File: src/rtl/lfsr_run_ctrl_if.sv
// Word stream handshake between the run sequencer and its downstream consumer.
// The master presents word_data/word_valid, and the slave answers with word_ready.
interface lfsr_run_ctrl_if #(
  parameter int WORD_W = 32
);
  logic              word_valid;
  logic              word_ready;
  logic [WORD_W-1:0] word_data;

  modport master (output word_valid, output word_data, input word_ready);
  modport slave  (input word_valid, input word_data, output word_ready);
endinterface

File: src/rtl/lfsr_run_ctrl.sv
// Run sequencer for the LFSR capacity chain: clear, settle, then clock-enable and deserialise.
// The optional running signature is enabled by defining LFSR_RUN_SIG_EN. WORD_W must be >= 2.
module lfsr_run_ctrl #(
  parameter int          WORD_W        = 32,
  parameter int          CNT_W         = 16,
  parameter int          CLR_CYCLES    = 4,
  parameter int          SETTLE_CYCLES = 2,
  parameter logic [31:0] EXP_SIG       = 32'h0
) (
  input  logic                 clk,
  input  logic                 reset,
  input  logic                 start,
  input  logic                 abort,
  input  logic [CNT_W-1:0]     run_len,
  output logic                 chain_clr_n,
  output logic                 chain_en,
  input  logic                 chain_q,
  lfsr_run_ctrl_if.master      word,
  output logic                 busy,
  output logic                 done,
  output logic [31:0]          sig,
  output logic                 sig_match
);
  localparam int BW   = (WORD_W > 2) ? $clog2(WORD_W) : 1;
  localparam int TMAX = (CLR_CYCLES > SETTLE_CYCLES) ? CLR_CYCLES : SETTLE_CYCLES;
  localparam int TW   = $clog2(TMAX + 1);
  localparam logic [BW-1:0] LAST_BIT  = BW'(WORD_W - 1);
  localparam logic [TW-1:0] CLR_LAST  = TW'(CLR_CYCLES - 1);
  localparam logic [TW-1:0] SETL_LAST = TW'(SETTLE_CYCLES - 1);

  typedef enum logic [2:0] {IDLE, CLEAR, SETTLE, RUN, DRAIN, DONE} state_t;

  state_t            state;
  logic [TW-1:0]     tcnt;
  logic [BW-1:0]     bitcnt;
  logic [CNT_W-1:0]  wcnt, len;
  logic [WORD_W-2:0] sreg;
  logic [WORD_W-1:0] data_q, shifted;
  logic              valid_q, accept, stall;

  assign accept  = valid_q && word.word_ready;
  // Freeze the chain only when the next bit would overwrite a word still held downstream.
  assign stall    = valid_q && !word.word_ready && (bitcnt == LAST_BIT);
  assign chain_en = (state == RUN) && !stall;
  assign shifted  = {sreg, chain_q};

  assign word.word_valid = valid_q;
  assign word.word_data  = data_q;

  always_ff @(posedge clk) begin
    if (reset) begin
      state       <= IDLE;
      tcnt        <= '0;
      bitcnt      <= '0;
      wcnt        <= '0;
      len         <= '0;
      sreg        <= '0;
      data_q      <= '0;
      valid_q     <= 1'b0;
      chain_clr_n <= 1'b0;
      busy        <= 1'b0;
      done        <= 1'b0;
    end else begin
      if (accept) valid_q <= 1'b0;
      case (state)
        IDLE: if (start && !abort) begin
          len    <= run_len;
          tcnt   <= '0;
          bitcnt <= '0;
          wcnt   <= '0;
          sreg   <= '0;
          busy   <= 1'b1;
          if (run_len == '0) begin
            state <= DONE;
            done  <= 1'b1;
          end else begin
            state <= CLEAR;
          end
        end
        CLEAR: begin
          tcnt <= tcnt + 1'b1;
          if (tcnt == CLR_LAST) begin
            tcnt        <= '0;
            state       <= SETTLE;
            chain_clr_n <= 1'b1;
          end
        end
        SETTLE: begin
          tcnt <= tcnt + 1'b1;
          if (tcnt == SETL_LAST) begin
            tcnt  <= '0;
            state <= RUN;
          end
        end
        RUN: if (chain_en) begin
          sreg   <= shifted[WORD_W-2:0];
          bitcnt <= (bitcnt == LAST_BIT) ? '0 : bitcnt + 1'b1;
          if (bitcnt == LAST_BIT) begin
            data_q  <= shifted;
            valid_q <= 1'b1;
            wcnt    <= wcnt + 1'b1;
            if (CNT_W'(wcnt + 1'b1) == len) state <= DRAIN;
          end
        end
        DRAIN: if (accept) begin
          state <= DONE;
          done  <= 1'b1;
        end
        DONE: begin
          state       <= IDLE;
          done        <= 1'b0;
          busy        <= 1'b0;
          chain_clr_n <= 1'b0;
        end
        default: state <= IDLE;
      endcase
      // Abort wins over completion: the held word is dropped and done never fires.
      if (abort && state != IDLE) begin
        state       <= IDLE;
        valid_q     <= 1'b0;
        busy        <= 1'b0;
        done        <= 1'b0;
        chain_clr_n <= 1'b0;
      end
    end
  end

`ifdef LFSR_RUN_SIG_EN
  logic [31:0] w32;
  assign w32 = 32'(data_q);

  always_ff @(posedge clk) begin
    if (reset)                         sig <= '0;
    else if (state == IDLE && start && !abort) sig <= '0;
    else if (accept && !abort)         sig <= {sig[30:0], sig[31]} ^ w32;
  end

  assign sig_match = (sig == EXP_SIG);
`else
  assign sig       = '0;
  // Constant zero; folding EXP_SIG in keeps the parameter referenced.
  assign sig_match = 1'b0 & (^EXP_SIG);
`endif
endmodule

File: src/flat_wrapper.sv
// flat-port wrapper written by rule: the top's interface ports become plain ports
module lfsr_run_ctrl_flat 
#(
  parameter int          WORD_W        = 32,
  parameter int          CNT_W         = 16,
  parameter int          CLR_CYCLES    = 4,
  parameter int          SETTLE_CYCLES = 2,
  parameter logic [31:0] EXP_SIG       = 32'h0
)
  (clk, reset, start, abort, run_len, chain_clr_n, chain_en, chain_q, busy, done, sig, sig_match, word_word_valid, word_word_data, word_word_ready);
  lfsr_run_ctrl_if #(.WORD_W(WORD_W)) word_i ();
  input  logic clk;
  input  logic reset;
  input  logic start;
  input  logic abort;
  input  logic [CNT_W-1:0] run_len;
  output logic chain_clr_n;
  output logic chain_en;
  input  logic chain_q;
  output logic busy;
  output logic done;
  output logic [31:0] sig;
  output logic sig_match;
  output wire logic [$bits(word_i.word_valid)-1:0] word_word_valid;
  output wire logic [$bits(word_i.word_data)-1:0] word_word_data;
  input wire logic [$bits(word_i.word_ready)-1:0] word_word_ready;
  assign word_word_valid = word_i.word_valid;
  assign word_word_data = word_i.word_data;
  assign word_i.word_ready = word_word_ready;
  lfsr_run_ctrl #(.WORD_W(WORD_W), .CNT_W(CNT_W), .CLR_CYCLES(CLR_CYCLES), .SETTLE_CYCLES(SETTLE_CYCLES), .EXP_SIG(EXP_SIG)) u_core (.clk(clk), .reset(reset), .start(start), .abort(abort), .run_len(run_len), .chain_clr_n(chain_clr_n), .chain_en(chain_en), .chain_q(chain_q), .word(word_i), .busy(busy), .done(done), .sig(sig), .sig_match(sig_match));
endmodule
File: config.mk
export PLATFORM = sky130hd
export DESIGN_NAME = lfsr_run_ctrl_flat
export DESIGN_NICKNAME = d
export VERILOG_FILES = /design/src/rtl/lfsr_run_ctrl_if.sv /design/src/rtl/lfsr_run_ctrl.sv /design/src/flat_wrapper.sv
export SDC_FILE = /design/constraint.sdc
export NUM_CORES = 1
export LEC_CHECK = 0
export CAP_MARGIN = 20
export CORE_MARGIN = 2
export CORE_UTILIZATION = 50
export DETAILED_ROUTE_END_ITERATION = 8
export PLACE_DENSITY = 0.77
export SLEW_MARGIN = 20
export SYNTH_ARGS = -nofsm -noshare
export SYNTH_HDL_FRONTEND = slang
export SYNTH_SLANG_ARGS = --single-unit
export TNS_END_PERCENT = 5
File: constraint.sdc
create_clock -name clk -period 3.5 [get_ports clk]
set_clock_uncertainty 0.05 [all_clocks]
set_input_delay 0.7 -clock clk [delete_from_list [all_inputs] [get_ports clk]]
set_output_delay 0.7 -clock clk [all_outputs]
set_load 0.02 [all_outputs]
-- Yosys cells after proc, flatten, opt, wreduce, memory -nomap -nowiden
Index checks and enable logic that the tools add are counted.
- register bits: 110
- latch bits: 0
- RAM bits: 0
- bits in read-only memories: 0
- bits of input ports: 22
- output and inout bits: 70
- word-level logic and storage cells: 94
- memories: 0
- add/subtract/negate cells: 3
- multiply operators: 0
- divide/modulo/power cells: 0
- magnitude comparators: 0
- equal/unequal tests: 17
- shift operators: 0
- muxes and demuxes: 36
- bitwise gates (word level): 0
- reductions and logical operators: 27
- operator list (kind ; number):
    31-bit two-way mux ; 2
    31-bit one-hot mux with 2 select lines ; 1
    16-bit two-way mux ; 3
    3-bit two-way mux ; 11
    16-bit one-hot mux with 2 select lines ; 1
    16-bit by 1-bit adder with 16-bit output (second input constant) ; 1
    16-bit equality test ; 1
    16-bit logical NOT ; 1
    5-bit two-way mux ; 3
    3-bit one-hot mux with 5 select lines ; 1
    2-bit by 1-bit != test with 1-bit output (second input constant) ; 5
    5-bit one-hot mux with 2 select lines ; 1
    3-bit by 2-bit equality test with 1-bit output (second input constant) ; 3
    1-bit two-way mux ; 9
    3-bit one-hot mux with 3 select lines ; 1
    3-bit nonzero test ; 3
    2-bit AND reduction ; 4
    4-bit AND reduction ; 2
    7-bit AND reduction ; 1
    3-bit by 1-bit equality test with 1-bit output (second input constant) ; 2
    3-bit equality test (second input constant) ; 2
    1-bit logical AND ; 6
    2-bit != test (second input constant) ; 3
    3-bit AND reduction ; 2
    9 further kinds ; 14

-- Longest topological paths before layout
Gate-level depths: netlist of run 1.
- depth in word-level cells: 7
- mapped depth: 10
- gate-level depth less buffers: 8

-- Worst setup path after synthesis of run 1
No wires, ideal clock.
- path kind: register to register
- start point: reg u_core.wcnt[0]
- end point: reg u_core.state[1]
- library setup time: 0.154 ns
- arrival: 2.389 ns
- required time: 3.296 ns
- path slack: 0.908 ns
- stages on the path, launching flop included: 8
- buffers on the path: 0
- clock period less this slack: 2.592 ns
- cells stage by stage: dfxtp_1 ha_1 nand3_4 xnor2_1 or4_1 or4_4 nor4_4 a41oi_1
- longest elaborated chain between the ends: 4
- RTL lines (item ; line ; RTL):
    start, declared ; lfsr_run_ctrl.sv:36 ; logic [CNT_W-1:0] wcnt, len;
    start signal, assigned ; lfsr_run_ctrl.sv:101 ; wcnt <= wcnt + 1'b1;
    16-bit by 1-bit adder with 16-bit output ; lfsr_run_ctrl.sv:102 ; if (CNT_W'(wcnt + 1'b1) == len) state <= DRAIN;
    16-bit equality test ; lfsr_run_ctrl.sv:102 ;
    2-bit != test (no source line) ; - ;
    7-bit AND reduction (no source line) ; - ;
    end signal, assigned ; lfsr_run_ctrl.sv:102 ;
    end signal, assigned ; lfsr_run_ctrl.sv:106 ; state <= DONE;
    end signal, assigned ; lfsr_run_ctrl.sv:110 ; state <= IDLE;
    end, declared ; lfsr_run_ctrl.sv:33 ; state_t state;
Every way passes these cells.
A chain may end at the register's enable or synchronous reset.

-- Worst setup path after layout of run 1
- start point: reg u_core.bitcnt[0]
- end point: out chain_en
- longest elaborated chain between the ends: 4
- RTL lines (item ; line ; RTL):
    start, declared ; lfsr_run_ctrl.sv:35 ; logic [BW-1:0] bitcnt;
    start signal, assigned ; lfsr_run_ctrl.sv:97 ; bitcnt <= (bitcnt == LAST_BIT) ? '0 : bitcnt + 1'b1;
    5-bit equality test ; lfsr_run_ctrl.sv:43 ; assign stall = valid_q && !word.word_ready && (bitcnt == LAST_BIT);
    1-bit logical AND ; lfsr_run_ctrl.sv:43 ;
    1-bit logical NOT ; lfsr_run_ctrl.sv:44 ; assign chain_en = (state == RUN) && !stall;
    1-bit logical AND ; lfsr_run_ctrl.sv:44 ;
    end, declared ; flat_wrapper.sv:18 ; output logic chain_en;
Every way passes these cells.

==> impl_metrics.env, run 1 <==
export IMPL_rows=36
export IMPL_track_usage_pct=21.16
export IMPL_layout_drive_gt1_share_pct=5.075
export IMPL_cp_cell_sequence="ha_1 -> and3_1 -> ha_1 -> a31oi_4 -> clkdlybuf4s50_1"
export IMPL_finalSetupTns_ns=0
export IMPL_required_ns=2.75
export IMPL_hold_violations=0
export IMPL_grt_pass1_wl_um=19190
export IMPL_die_area_um2=10930
export IMPL_cts_max_level=3
export IMPL_die_height_um=104.6
export IMPL_cts_hold_buf=0
export IMPL_fin_util_pct=59.63
export IMPL_yosys_register_bits=110
export IMPL_postCtsSetupBuffers=0
export IMPL_num_antenna_cells=0
export IMPL_cts_sinks=110
export IMPL_yosys_area_share_adder_pct=1.980
export IMPL_slew_violations=0
export IMPL_cpPeakStageDelay_ns=0.64
export IMPL_reg2reg_depth=7
export IMPL_io_buffers=58
export IMPL_routed_wl_met2_um=5704
export IMPL_setup_viol=0
export IMPL_worst_slack_ns=0.5345
export IMPL_cts_tree="yes"
export IMPL_rsz0062_at_grt="false"
export IMPL_crit_arrival_ns=2.22
export IMPL_core_area_um2=9774
export IMPL_synthMuxAreaShare_pct=0.1980
export IMPL_drc_errors=0
export IMPL_r2r_end="u_core.state[1]$_SDFFE_PP0P_"
export IMPL_startpoint_type="flip-flop"
export IMPL_async_flop_share_pct=0
export IMPL_max_vdd_ir_drop_v=0.0002756
export IMPL_end_kind="output pin"
export IMPL_slew_headroom_pct=51.88
export IMPL_synth_seq_area_share_pct=43.55
export IMPL_nets=695
export IMPL_crit_path_frequent_cell="ha_1"
export IMPL_crit_fanout=5
export IMPL_initial_core_util_pct=51.73
export IMPL_yosysWarnings=0
export IMPL_vias_per_cell=5.461
export IMPL_synth_simple_gate_area_share_pct=22.02
export IMPL_hp_start="u_core.word.word_data[31]$_SDFFE_PP0P_"
export IMPL_rr_startpoint="u_core.wcnt[0]$_SDFFE_PP0P_"
export IMPL_power_density_nw_per_um2=448.9
export IMPL_hold_end="u_core.word.word_data[31]$_SDFFE_PP0P_"
export IMPL_p_leak_nw=2.028
export IMPL_overflow=0
export IMPL_die_w_um=104.6
export IMPL_fin_hold_ws_ns=0.4163
export IMPL_top_layer="met4"
export IMPL_syn_to_final_growth_pct=15.27
export IMPL_syn_area_um2=5056
export IMPL_met1Wirelength_um=4843
export IMPL_firstDrtPassIters=5
export IMPL_hold_depth=2
export IMPL_period_needed_ns=2.966
export IMPL_fmax_mhz=337.2
export IMPL_max_clock_path_buffers=2
export IMPL_wirelength_um=11290
export IMPL_final_area_um2=5828
export IMPL_wl_met3_um=577
export IMPL_max_slew_worst_pin_slew_ns=0.7175
export IMPL_synth_xor_area_share_pct=4.826
export IMPL_vias=4385
export IMPL_synth_top_family_by_area="simple AND/OR/NAND/NOR gates"
export IMPL_cts_root_buffer_cell="clkbuf_8"
export IMPL_p_total_mw=2.616
export IMPL_numCtsBuffers=9
export IMPL_grt_start_max_net_pins=37
export IMPL_clock_latency_ns=0.38
export IMPL_cpMaxStageDelayCell="clkdlybuf4s50_1"
export IMPL_reg2reg_slack_ns=0.65
export IMPL_place_inst=787
export IMPL_syn_inst=626
export IMPL_postSynthAreaPerCell_um2=8.077
export IMPL_synth_ff_type="dfxtp_1"
export IMPL_synthDistinctLibCells=61
export IMPL_post_route_period_util_pct=84.73
export IMPL_dpl_hpwl_um=7890
export IMPL_status="finished, final reports clean"
export IMPL_place_area_um2=5603
export IMPL_drv_cap=0
export IMPL_ios=92
export IMPL_cts_resized=0
export IMPL_critical_path_class="reg -> out"
export IMPL_fillers=905
export IMPL_synth_compound_area_share_pct=18.76
export IMPL_layout_common_cells="nand2_1, dfxtp_1, a21oi_1"
export IMPL_antenna_found_initial=0
export IMPL_pre_cts_ws_ns=0.6275
export IMPL_gp_congestion=0.8659
export IMPL_clk_pin_slew_worst_paths_ns=0.12
export IMPL_antenna_left=0
export IMPL_hold_class="reg -> reg"
export IMPL_drtIter0Drc=231
export IMPL_fin_cells=803
export IMPL_layout_commonest_cell="nand2_1"
export IMPL_wl_per_cell_um=14.06
export IMPL_synth_edf_count=0
export IMPL_grt_pass1_vias=4171
## worst max-delay path by stage
stage,endpoint,cells after the start,from,slack (ns)
after CTS,chain_en,5,u_core.bitcnt[0]$_SDFFE_PP0P_,0.51
final,chain_en,5,u_core.bitcnt[0]$_SDFFE_PP0P_,0.53
after global placement,chain_en,4,word_word_ready,0.67
after floorplan,u_core.state[1]$_SDFFE_PP0P_,7,u_core.wcnt[0]$_SDFFE_PP0P_,0.91
after global routing,chain_en,5,u_core.bitcnt[0]$_SDFFE_PP0P_,0.44
after detailed placement,u_core.state[1]$_SDFFE_PP0P_,7,start,0.63
## kinds of logic after synthesis
family / Yosys count
other: 1
buffers and inverters: 80
muxes: 1
adders and majority gates: 8
AOI/OAI and AO/OA: 155
and+or+nand+nor: 244
xor gates and xnor gates: 27
DFF: 110
## layout make-up
type	instances	area, µm²	share of cell area [%]
clock buffers	9	123.9	2.125
clock inverters	7	101.3	1.739
inverters	9	33.78	0.5796
multi-input cells	468	2557	43.88
flip-flops and latches	110	2202	37.78
well taps	133	166.4	2.855
repair buffers	67	643.1	11.03
## flip-flops by register name, summed over array words and instances (netlist names)
name,cells
u_core.bitcnt,5
u_core.busy,1
u_core.state,3
u_core.sreg,31
u_core.tcnt,3
u_core.done,1
u_core.word.word_data,32
u_core.word.word_valid,1
u_core.len,16
u_core.wcnt,16
u_core.chain_clr_n,1
## cell usage after synthesis (8+ instances only)
cell | number | area (µm²)
dfxtp_1 | 110 | 2202
nor2_1 | 57 | 214.0
buf_4 | 33 | 247.7
xnor2_1 | 16 | 140.1
a21oi_1 | 69 | 345.3
ha_1 | 8 | 100.1
nand3_1 | 12 | 60.06
nor4_1 | 9 | 56.30
xor2_1 | 10 | 87.58
clkbuf_1 | 35 | 131.4
a22oi_1 | 32 | 240.2
o21ai_0 | 18 | 90.09
nand2_1 | 121 | 454.2
inv_1 | 9 | 33.78
## routing by layer
layer | track usage (%) | up-vias
met1 | 25.92 | 2078
met5 | 0 | -
met3 | 4.616 | 18
met4 | 7.819 | 0
li1 | - | 2169
met2 | 36.41 | 120
## critical path, delay by kind of cell, from the launching register on
family	cells	cell delay, ns
AO/OA/AOI/OAI	1	0.19
adder cells (fa/ha/maj)	2	0.47
buffers and inverters	1	0.64
flip-flops	1	0.36
AND/OR/NAND/NOR	1	0.19
## power by group
group | switching, mW | internal [mW] | leakage (nW)
sequential | 0.0590 | 1.30 | 0.888
clock | 0.501 | 0.300 | 0.110
combinational | 0.294 | 0.167 | 1.03
total | 0.854 | 1.76 | 2.03
Note: power is estimated with default switching activity, not from simulation.
==> run 2, diff against run 1 <==
- clock period: 3.5 -> 2.95 ns (I/O delays scaled with it)
==> impl_metrics.env, run 2 (synthesized netlist as in run 1, its figures left out) <==
export IMPL_p_total_mw=3.135
export IMPL_nets=700
export IMPL_overflow=0
export IMPL_max_vdd_ir_drop_v=0.0004540
export IMPL_crit_arrival_ns=2.98
export IMPL_p_leak_nw=2.048
export IMPL_wirelength_um=11560
export IMPL_rsz0062_at_grt="false"
export IMPL_required_ns=3.14
export IMPL_fin_util_pct=59.96
export IMPL_power_density_nw_per_um2=534.9
export IMPL_cts_root_buffer_cell="clkbuf_8"
export IMPL_fillers=882
export IMPL_ios=92
export IMPL_io_buffers=58
export IMPL_multi_input_area_um2=2565
export IMPL_drc_errors=0
export IMPL_drtIter0Drc=196
export IMPL_critical_path_class="reg -> reg"
export IMPL_drv_cap=0
export IMPL_slew_violations=0
export IMPL_wl_per_cell_um=14.31
export IMPL_gp_congestion=0.9247
export IMPL_cts_max_level=3
export IMPL_vias_per_cell=5.421
export IMPL_fin_cells=808
export IMPL_switching_share_pct=31.22
export IMPL_final_area_um2=5861
export IMPL_pwr_share_comb_pct=18.0
export IMPL_layout_common_cells="nand2_1, dfxtp_1, a21oi_1"
export IMPL_initial_core_util_pct=51.73
export IMPL_finalSetupTns_ns=0
export IMPL_antenna_found_initial=0
export IMPL_grt_pass1_wl_um=19220
export IMPL_worst_slack_ns=0.1588
export IMPL_clock_latency_ns=0.38
export IMPL_max_slew_worst_pin_slew_ns=0.7473
export IMPL_setup_viol=0
export IMPL_dpl_hpwl_um=8097
export IMPL_cts_hold_buf=0
export IMPL_fmax_mhz=358.3
export IMPL_layout_commonest_cell="nand2_1"
export IMPL_slew_headroom_pct=50.06
export IMPL_clk_pin_slew_worst_paths_ns=0.11
export IMPL_hold_violations=0
export IMPL_post_route_period_util_pct=94.62
export IMPL_fin_hold_ws_ns=0.4137
export IMPL_numCtsBuffers=9
export IMPL_crit_fanout=9
export IMPL_die_w_um=104.6
export IMPL_seq_area_um2=2202
export IMPL_track_usage_pct=21.27
export IMPL_die_height_um=104.6
export IMPL_hold_class="reg -> reg"
export IMPL_largest_reg_flops=32
export IMPL_pre_cts_ws_ns=0.1310
export IMPL_die_area_um2=10930
export IMPL_vias=4380
export IMPL_syn_to_final_growth_pct=15.91
export IMPL_postCtsSetupBuffers=0
export IMPL_clockPowerShare_pct=30.6
export IMPL_place_inst=792
export IMPL_place_area_um2=5645
export IMPL_startpoint_type="flip-flop"
export IMPL_switchingPower_mw=0.9787
export IMPL_grt_start_max_net_pins=39
export IMPL_status="finished, final reports clean"
export IMPL_period_needed_ns=2.791
export IMPL_core_area_um2=9774
export IMPL_cts_tree="yes"
export IMPL_antenna_left=0
export IMPL_num_antenna_cells=0
export IMPL_power_frac_seq_pct=51.4
export IMPL_reg2reg_slack_ns=0.16
export IMPL_p_int_mw=2.156
export IMPL_cts_sinks=110
export IMPL_firstDrtPassIters=4
export IMPL_rows=36
export IMPL_grt_pass1_vias=4024
export IMPL_layout_drive_gt1_share_pct=5.926
export IMPL_max_clock_path_buffers=2
export IMPL_end_kind="flip-flop"
-- run 2: changes by cell type in the layout (fill, tap and decap cells not counted), sizes merged --
| cell | previous run | this run |
|---|---|---|
| bufinv | 0 | 1 |
| clkinv | 4 | 1 |
| buf | 10 | 15 |
| clkdlybuf4s50 | 57 | 56 |
| clkinvlp | 0 | 2 |
| dlygate4sd2 | 0 | 1 |
-- run 2: final cells by class --
class,instances,area share [%]
multi-input combinational,468,43.77
sequential,110,37.57
timing repair buffer,72,11.59
tap,133,2.839
clock buffer,9,2.114
clock inverter,7,1.537
inverter,9,0.5764
-- run 2: power groups by stage --
stage | sequential, mW | combinational [mW] | clock (mW)
after CTS | 1.61 | 0.561 | 0.983
after detailed placement | 1.64 | 0.560 | 0
after floorplan | 1.61 | 0.451 | 0
after global routing | 1.62 | 0.626 | 1.03
final | 1.61 | 0.564 | 0.960
after global placement | 1.64 | 0.544 | 0
-- run 2: worst max-delay path, stage by stage (launching register included) --
cell and delay (ns):
dfxtp_1 0.46, ha_2 0.31, nand3_4 0.15, xnor2_1 0.18
or4_1 0.52, or4_4 0.53, nor4_4 0.30, a41oi_1 0.15
-- run 2: worst paths after layout --
kind,startpoint,end,depth (start not counted)
setup / recovery,u_core.wcnt[0]$_SDFFE_PP0P_,u_core.state[1]$_SDFFE_PP0P_,7
hold / removal,u_core.word.word_data[24]$_SDFFE_PP0P_,u_core.word.word_data[24]$_SDFFE_PP0P_,2
setup reg to reg,u_core.wcnt[0]$_SDFFE_PP0P_,u_core.state[1]$_SDFFE_PP0P_,7
hold reg to reg,u_core.word.word_data[24]$_SDFFE_PP0P_,u_core.word.word_data[24]$_SDFFE_PP0P_,2
-- run 2: what timing repair did --
action / CTS / global route
endpoints found under the setup margin: 1 / 2
cloned: 0 / 0
pin swaps: 0 / 0
gates resized for setup: 1 / 1
-- run 2: per-layer routing --
metal | routed length, µm | vias to the layer above | part of all wire (%) | global-route usage (%)
li1 | - | 2172 | - | -
met1 | 5269 | 2097 | 46 | 27.12
met2 | 5615 | 93 | 49 | 35.53
met3 | 520 | 18 | 4.5 | 5.365
met4 | 154 | 0 | 1.3 | 6.274
met5 | 0 | - | 0 | 0
